--- config.mk ---
export PLATFORM = sky130hd
export DESIGN_NAME = dca_matrix_move_controller
export DESIGN_NICKNAME = d
export VERILOG_FILES = /design/src/rtl/dca_matrix_move_controller_pkg.sv /design/src/rtl/dca_matrix_row_counter.sv /design/src/rtl/dca_matrix_move_controller.sv
export SDC_FILE = /design/constraint.sdc
export NUM_CORES = 1
export LEC_CHECK = 0
export BUFFER_PORTS_ARGS = -buffer_cell sky130_fd_sc_hd__buf_4
export CAP_MARGIN = 20
export CORE_AREA = 2 2 411 413
export CTS_CLUSTER_SIZE = 30
export DETAILED_ROUTE_END_ITERATION = 12
export DIE_AREA = 0 0 413 415
export GPL_ROUTABILITY_DRIVEN = 1
export GPL_TIMING_DRIVEN = 0
export PLACE_DENSITY_LB_ADDON = 0.08
export SLEW_MARGIN = 20
export SYNTH_ARGS = -nofsm -noshare
export SYNTH_HDL_FRONTEND = slang
export SYNTH_HIERARCHICAL = 1
export SYNTH_SLANG_ARGS = --single-unit
--- constraint.sdc ---
create_clock -name clk -period 1.7 [get_ports clk]
set_input_delay 0.34 -clock clk [delete_from_list [all_inputs] [get_ports clk]]
set_output_delay 0.34 -clock clk [all_outputs]
set_load 0.01 [all_outputs]
--- src/rtl/dca_matrix_move_controller_pkg.sv ---
// Shared constants and encodings for the DCA matrix row-move sequencer:
// op codes, FSM states and the derived matrix dimensions.
package dca_matrix_move_controller_pkg;

    localparam int MATRIX_SIZE_PARA = 8;
    localparam int BW_TENSOR_SCALAR = 32;

    // Square matrices: the size code is the row and column count.
    localparam int MATRIX_NUM_ROW = MATRIX_SIZE_PARA;
    localparam int MATRIX_NUM_COL = MATRIX_SIZE_PARA;
    localparam int BW_TENSOR_ROW  = MATRIX_NUM_COL * BW_TENSOR_SCALAR;
    localparam int BW_ROW_CNT     = $clog2(MATRIX_NUM_ROW + 1);

    typedef enum logic [1:0] {
        OP_NOP   = 2'd0,
        OP_LOAD  = 2'd1,
        OP_STORE = 2'd2,
        OP_CLEAR = 2'd3
    } op_e;

    typedef enum logic [1:0] {
        ST_IDLE  = 2'd0,
        ST_LOAD  = 2'd1,
        ST_STORE = 2'd2,
        ST_CLEAR = 2'd3
    } state_e;

    // Row count requested by a command: 0 and oversize requests mean a full matrix.
    function automatic logic [BW_ROW_CNT-1:0] clamp_rows(input logic [BW_ROW_CNT-1:0] req);
        logic [BW_ROW_CNT-1:0] full;
        full = BW_ROW_CNT'(MATRIX_NUM_ROW);
        if ((req == {BW_ROW_CNT{1'b0}}) || (req > full)) begin
            return full;
        end else begin
            return req;
        end
    endfunction

endpackage

--- src/rtl/dca_matrix_row_counter.sv ---
// Row counter with target load, synchronous clear-on-load, increment and a
// terminal flag that is high while the next increment reaches the target.
module dca_matrix_row_counter #(
    parameter int BW_CNT = 4
) (
    input  logic              clk,
    input  logic              rst,
    input  logic              load,
    input  logic [BW_CNT-1:0] load_tgt,
    input  logic              inc,
    output logic [BW_CNT-1:0] count,
    output logic              terminal
);

    logic [BW_CNT-1:0] count_r;
    logic [BW_CNT-1:0] tgt_r;

    // Count and target registers; load wins over increment.
    always_ff @(posedge clk) begin
        if (rst) begin
            count_r <= {BW_CNT{1'b0}};
            tgt_r   <= {BW_CNT{1'b0}};
        end else if (load) begin
            count_r <= {BW_CNT{1'b0}};
            tgt_r   <= load_tgt;
        end else if (inc) begin
            count_r <= count_r + {{(BW_CNT-1){1'b0}}, 1'b1};
        end else begin
            count_r <= count_r;
        end
    end

    // Compare one bit wider so a zero target can never alias to a match.
    assign terminal = (({1'b0, count_r} + {{BW_CNT{1'b0}}, 1'b1}) == {1'b0, tgt_r});
    assign count    = count_r;

endmodule

--- src/rtl/dca_matrix_move_controller.sv ---
// Command sequencer for the row-move port of a DCA matrix register.
// Optional build macro DCA_MATRIX_MOVE_CTRL_RESTORE_EN: STORE writes each read row back (rotate).
module dca_matrix_move_controller
    import dca_matrix_move_controller_pkg::*;
(
    input  logic                     clk,
    input  logic                     rst,
    input  logic                     cmd_valid,
    output logic                     cmd_ready,
    input  logic [1:0]               cmd_op,
    input  logic [BW_ROW_CNT-1:0]    cmd_num_rows,
    input  logic                     s_valid,
    output logic                     s_ready,
    input  logic [BW_TENSOR_ROW-1:0] s_data,
    output logic                     m_valid,
    input  logic                     m_ready,
    output logic [BW_TENSOR_ROW-1:0] m_data,
    output logic                     mreg_init,
    output logic                     mreg_move_wenable,
    output logic                     mreg_move_renable,
    output logic [BW_TENSOR_ROW-1:0] mreg_move_wdata_list,
    input  logic [BW_TENSOR_ROW-1:0] mreg_move_rdata_list,
    output logic                     busy,
    output logic                     done,
    output logic [BW_ROW_CNT-1:0]    row_count
);

    state_e state_r;
    state_e state_nxt_s;
    logic   done_r;
    logic   done_nxt_s;
    logic   accept_s;
    logic   xfer_s;
    logic   terminal_s;
    logic   live_s;

    assign live_s = ~rst;

    // State and completion-pulse registers.
    always_ff @(posedge clk) begin
        if (rst) begin
            state_r <= ST_IDLE;
            done_r  <= 1'b0;
        end else begin
            state_r <= state_nxt_s;
            done_r  <= done_nxt_s;
        end
    end

    // Next state and all handshake/strobe outputs; everything is masked while rst is high.
    always_comb begin
        state_nxt_s          = state_r;
        done_nxt_s           = 1'b0;
        accept_s             = 1'b0;
        xfer_s               = 1'b0;
        cmd_ready            = 1'b0;
        s_ready              = 1'b0;
        m_valid              = 1'b0;
        m_data               = {BW_TENSOR_ROW{1'b0}};
        mreg_init            = 1'b0;
        mreg_move_wenable    = 1'b0;
        mreg_move_renable    = 1'b0;
        mreg_move_wdata_list = {BW_TENSOR_ROW{1'b0}};
        case (state_r)
            ST_IDLE: begin
                cmd_ready = live_s;
                accept_s  = cmd_valid & live_s;
                if (accept_s) begin
                    case (cmd_op)
                        OP_LOAD:  state_nxt_s = ST_LOAD;
                        OP_STORE: state_nxt_s = ST_STORE;
                        OP_CLEAR: state_nxt_s = ST_CLEAR;
                        default:  done_nxt_s  = 1'b1;
                    endcase
                end else begin
                    state_nxt_s = ST_IDLE;
                end
            end
            ST_LOAD: begin
                s_ready              = live_s;
                xfer_s               = s_valid & live_s;
                mreg_move_wenable    = xfer_s;
                mreg_move_wdata_list = s_data;
                if (xfer_s && terminal_s) begin
                    state_nxt_s = ST_IDLE;
                    done_nxt_s  = 1'b1;
                end else begin
                    state_nxt_s = ST_LOAD;
                end
            end
            ST_STORE: begin
                m_valid           = live_s;
                m_data            = mreg_move_rdata_list;
                xfer_s            = m_ready & live_s;
                mreg_move_renable = xfer_s;
`ifdef DCA_MATRIX_MOVE_CTRL_RESTORE_EN
                mreg_move_wenable    = xfer_s;
                mreg_move_wdata_list = mreg_move_rdata_list;
`endif
                if (xfer_s && terminal_s) begin
                    state_nxt_s = ST_IDLE;
                    done_nxt_s  = 1'b1;
                end else begin
                    state_nxt_s = ST_STORE;
                end
            end
            ST_CLEAR: begin
                mreg_init   = live_s;
                state_nxt_s = ST_IDLE;
                done_nxt_s  = 1'b1;
            end
            default: begin
                state_nxt_s = ST_IDLE;
            end
        endcase
    end

    dca_matrix_row_counter #(
        .BW_CNT (BW_ROW_CNT)
    ) u_row_counter (
        .clk      (clk),
        .rst      (rst),
        .load     (accept_s),
        .load_tgt (clamp_rows(cmd_num_rows)),
        .inc      (xfer_s),
        .count    (row_count),
        .terminal (terminal_s)
    );

    assign busy = (state_r != ST_IDLE);
    assign done = done_r;

endmodule
# Yosys cells after proc, flatten, opt, wreduce, memory -nomap -nowiden
# Cells that the tools add are included.
[totals]
reg_bits = 11
latchBits = 0
ramBits = 0
rom_bits = 0
input_bits = 523
out_inout_bits = 524
n_memories = 0
[classes]
addsub = 2
multipliers = 0
div = 0
n_lt_le_gt_ge = 1
eq_ne = 8
n_shift = 0
mux = 21
n_bitwise = 4
n_reduce_logical = 8
[op_table]
columns = ["cell", "n"]
rows = [
  ["two-way mux 256 bit", 2],
  ["two-way mux 1 bit", 12],
  ["== test 2 bit (second input constant)", 4],
  ["case mux 2 bit (4 select lines)", 1],
  ["case mux 2 bit (3 select lines)", 1],
  ["adder 4 x 1 -> 5 bit (second input constant)", 1],
  ["== test 5 x 4 -> 1 bit", 1],
  ["!= test 5 x 2 -> 1 bit (second input constant)", 1],
  ["adder 4 x 1 -> 4 bit (second input constant)", 1],
  ["== test 2 x 1 -> 1 bit (second input constant)", 2],
  ["greater-than comparator 4 bit (second input constant)", 1],
  ["zero test 4 bit", 1],
  ["two-way mux 2 bit", 2],
  ["two-way mux 4 bit", 1],
  ["case mux 1 bit (4 select lines)", 1],
  ["bitwise AND 1 bit", 3],
  ["OR reduction 3 bit", 1],
  ["logical AND 1 bit", 2],
  ["zero test 2 bit", 1],
  ["case mux 1 bit (2 select lines)", 1],
  ["nonzero test 2 bit", 1],
  ["OR reduction 2 bit", 1],
  ["logical OR 1 bit", 1],
  ["NOT 1 bit", 1],
]

# Logic depth before layout (Yosys ltp)
[depth]
depth_word = 5
mapped_depth = 8

# Hierarchy
# Netlist, hierarchy kept.
[modules_own_cells]
columns = ["mod", "n_inst", "cells_per_inst", "area_each_um2", "seq_area_each_um2"]
rows = [
  ["dca_matrix_move_controller", 1, 618, 3807.4, 60.1],
  ["dca_matrix_row_counter", 1, 40, 387.9, 160.2],
]

# Worst setup path after synthesis
# OpenSTA, ideal clock, no wires.
[synth_timing]
kind = "reg2reg"
from = "reg state_r[1]"
to = "reg u_row_counter.count_r[3], in the netlist u_row_counter/count[3]"
setup_time_ns = 0.078
t_arrival_ns = 1.605
slack_ns = 0.017
stages_incl_launch_ff = 9
period_less_slack_ns = 1.683
path_cell_list = "dfxtp_1 > inv_1 > ha_1 > clkbuf_2 > a22oi_1 > nor3b_1 > nand4_1 > xor2_1 > nor3_1"
[synth_rtl]
columns = ["item", "line", "text"]
rows = [
  ["start, declared", "dca_matrix_move_controller.sv:28", "state_e state_r;"],
  ["start signal, assigned", "dca_matrix_move_controller.sv:45", "state_r <= state_nxt_s;"],
  ["== test 2 bit or == test 2 x 1 -> 1 bit (tied branches)", "dca_matrix_move_controller.sv:64", "case (state_r)"],
  ["case mux 1 bit (2 select lines) *", "dca_matrix_move_controller.sv:64", ""],
  ["via xfer_s", "dca_matrix_move_controller.sv:33", "logic xfer_s;"],
  ["end signal, assigned", "dca_matrix_row_counter.sv:24", "count_r <= {BW_CNT{1'b0}};"],
  ["end signal, assigned", "dca_matrix_row_counter.sv:27", "count_r <= count_r + {{(BW_CNT-1){1'b0}}, 1'b1};"],
  ["end signal, assigned", "dca_matrix_row_counter.sv:29", "count_r <= count_r;"],
  ["end, declared", "dca_matrix_row_counter.sv:15", "logic [BW_CNT-1:0] count_r;"],
]
# The timed path passes the listed nets; every way through them passes the cells marked *.
# A chain may end at the register's enable or synchronous reset.

# Final worst setup path
[layout_timing]
from = "reg state_r[1]"
to = "out m_data[38]"
[layout_via]
elab_chain_cells = 2
[layout_rtl]
columns = ["item", "line", "text"]
rows = [
  ["== test 2 bit", "dca_matrix_move_controller.sv:64", ""],
  ["two-way mux 256 bit", "dca_matrix_move_controller.sv:64", ""],
  ["end, declared", "dca_matrix_move_controller.sv:17", "output logic [BW_TENSOR_ROW-1:0] m_data,"],
]
# Every way passes these cells.

==> key figures <==
Outcome
  – Status: complete, but fails checks
  – Failing checks: setup timing

Worst setup path
  – CP Data Required Time: 1360 ps
  – Slowest cell on the critical path: dfxtp_4
  – End of the worst register-to-register path: u_row_counter/count[3]$_SDFFE_PP0P_
  – Worst Path Buf+Inv: 5
  – Peak per-stage delay on the critical path: 360 ps
  – Reg2reg path depth: 9
  – CP Cell Sequence: buf_6, ha_4, buf_12, clkbuf_16, buf_8, and2_1, buf_6
  – CP delay by family, top: buffers and inverters
  – Reg2reg start: state_r[1]$_SDFFE_PP0P_
  – Startpoint types: flop
  – CP Max Fanout: 10
  – Crit end category: output pin
  – Cell mode on critical path: buf_6
  – Worst path arrival time: approximately 1700 ps
  – Reg-to-reg setup timing slack: -70 ps
  – WS Path Type: flop to output pin

Global routing
  – First-pass GRT wire length: approximately 120000 um
  – Pin count of the biggest net entering global routing: 11
  – Tot GR Track Use: 10.6%
  – Initial antenna violation count: 89
  – Number of global-route vias before repair: about 9400
  – Total gr overflow: 0

Logic synthesis
  – EDFF count, synth: 0
  – Yosys top cell by area: and2_1
  – Post-Syn Area: between 4000 and 5000 sq um
  – Mapped Avg Cell Area: 6.38 sq um
  – Yosys warns: 6
  – Post-synth ARST share: 0%
  – Synth cell types: 28
  – Most common cell in the netlist: and2_1
  – Register area share after synthesis: 5.25%
  – Most frequent cells after synthesis: 514 x and2_1, 53 x clkbuf_1, 11 x dfxtp_1
  – Ys flop type: dfxtp_1
  – Area contributors post-synth: and2_1 77%, dfxtp_1 5.2%, clkbuf_1 4.7%
  – Synthesized Nets: 1190
  – Syn Inst Count: 658
  – Synth Register Bits: 11
  – Share of the synthesized area in the top cell type: between 70 and 80%

CTS
  – Clock sink count: 11
  – Hold buffer count at CTS: 0
  – Htree depth: 1
  – TritonCTS clock tree: done
  – Clock Path Buffers: 2
  – Clock latency on the worst-skew pair: 240 ps
  – Total CTS buffers: 3
  – Root buf cell: clkbuf_16
  – Clock slew at reported path FFs: 40 ps

Die
  – Die H: 415 um
  – Die W: just over 400 um
  – Core area: approximately 170000 sq um
  – Die area: 171000 sq um
  – IO Pins: 1047
  – Starting Density: under 10%
  – Cell row count: 150

Detailed routing
  – Antenna-violating nets left: 0
  – Via count: 9242
  – Routed WL: roughly 100000 um
  – DRC Markers: 0
  – DR iter-0 viols: 371
  – Drt via density: ~2.3
  – WL per Instance: 24.7 um
  – DRT Pass-1 Iters: 4

STA
  – RSZ-0062 raised after global routing: yes
  – Max Clock Freq: 497 MHz
  – Minimum clock period: approximately 2000 ps
  – Final period util: 118%
  – Worst Skew: 0.959 ps
  – Fin. Hold Viols: 0
  – Slew Limit Headroom: 72.9%
  – Worst-margin pin slew: just over 400 ps
  – Pins Over Slew Limit: 0
  – Setup ws final: -314 ps
  – Final setup fails: 520

Min path
  – Hold_sp: cmd_num_rows[3]
  – Worst Hold Class: primary input to flop
  – WHS Endpoint: u_row_counter/tgt_r[0]$_SDFFE_PP0P_
  – Hold Path Depth: 4

Final layout
  – Nets: 2285
  – Core Util, Final: 10.7%
  – Reg area: 235 sq um
  – Area delta synth->final: 326%
  – Non-Filler Instances: approximately 4000
  – Layout cell share with drive strength beyond 1: roughly 80%
  – Area of the multi-input gates: 4390 sq um
  – Fillers: 19500

Place
  – I/O Buffers: between 1000 and 1500
  – Inst Count DP: ~4000
  – Routability cong.: 0.846
  – DP HPWL: 90800 um

Pwr
  – Maximum VDD drop: 232 uV
  – Leakage: 8.51 nW
  – Power per standard cell area: about 260 nW/um^2

Job
  – Max Cap Violations: 0
-- per-stage QoR --
| step | worst slack [ps] | power, mW | area (sq um) | TNS, ps | hold slack (ps) |
|---|---|---|---|---|---|
| after CTS | -435 | 4.22 | 16100 | -173330 | 467 |
| after floorplan | 17.3 | 1.09 | 4200 | 0 | 480 |
| after global routing | -364 | 4.90 | 17900 | -157000 | 504 |
| after global placement | -1340 | 3.38 | 14800 | -431490 | 512 |
| after detailed placement | -1310 | 3.35 | 14800 | -429580 | 514 |
| final | -314 | 4.61 | 17900 | -129340 | 458 |
-- how the worst max path moves through the flow --
stage          depth (start not counted)                    start                                  end
2_1_floorplan                          8  state_r[1]$_SDFFE_PP0P_  u_row_counter/count[3]$_SDFFE_PP0P_
3_3_place_gp                           7  state_r[1]$_SDFFE_PP0P_            mreg_move_wdata_list[235]
3_5_place_dp                           7  state_r[1]$_SDFFE_PP0P_            mreg_move_wdata_list[229]
4_1_cts                                8  state_r[1]$_SDFFE_PP0P_            mreg_move_wdata_list[241]
5_1_grt                                7  state_r[1]$_SDFFE_PP0P_                          m_data[124]
6_report                               7  state_r[1]$_SDFFE_PP0P_                           m_data[38]
-- report_power, final --
part	leakage (nW)	internal [mW]	switching [mW]
clock network	0.0382	0.316	0.125
logic	8.38	2.30	1.59
registers	0.0923	0.265	0.0117
-- cells in the final DEF, fill, tap and decap left out, types with 5 or more instances in the layout --
cell type	Yosys	routed
buf_12	0	9
nor2_1	7	6
mux2i_1	5	5
and2_1	514	286
buf_8	0	36
nand2_1	6	5
dfxtp_1	11	7
buf_6	1	227
ha_1	9	5
diode_2	0	11
nor3_1	6	6
and2_4	0	228
buf_4	0	844
clkbuf_16	0	28
-- state kept, by name (all words and copies together) (netlist names) --
register and cells:
u_row_counter/count 4, u_row_counter/tgt_r 4, state_r 2, done 1
-- worst reg2reg max path: stages (launching register included) --
cell and delay (ps):
dfxtp_4 360, inv_4 70, ha_4 140, buf_4 160, buf_4 150, a22oi_2 90
nor3b_4 280, nand4_1 130, xor2_1 160, nor3_1 150
-- timing repair --
action                     CTS  global route
gates resized for setup    336           446
pin swaps                   25           105
setup endpoints to repair  526           528
buffers inserted             7            13
hold endpoints to repair     0             0
cloned                       9            18
-- cell families after synthesis --
family          synth area share [%]
flops                           5.25
simple gates                    81.7
compound gates                  1.28
mux                             1.19
xor+xnor                        1.67
fa+ha+maj                       2.68
buf+inv                         6.26
-- area by class of cell --
cell class / count / area share, %
Timing Repair Buffer: 1091 / 52.9
Multi-Input combinational cell: 581 / 24.6
Tap cell: 2204 / 15.4
Buffer: 59 / 5.06
Sequential cell: 11 / 1.32
Clock buffer: 4 / 0.441
Inverter: 6 / 0.168
Antenna cell: 11 / 0.154
-- metal layers --
metal | global-route usage, % | vias up | part of all wire, %
li1 | - | 4179 | -
met1 | 10.7 | 4225 | 34
met2 | 20.1 | 654 | 54
met4 | 1.44 | 16 | 1.4
met3 | 4.69 | 168 | 10
met5 | 0 | - | 0.11
(Power assumes the default switching activity.)
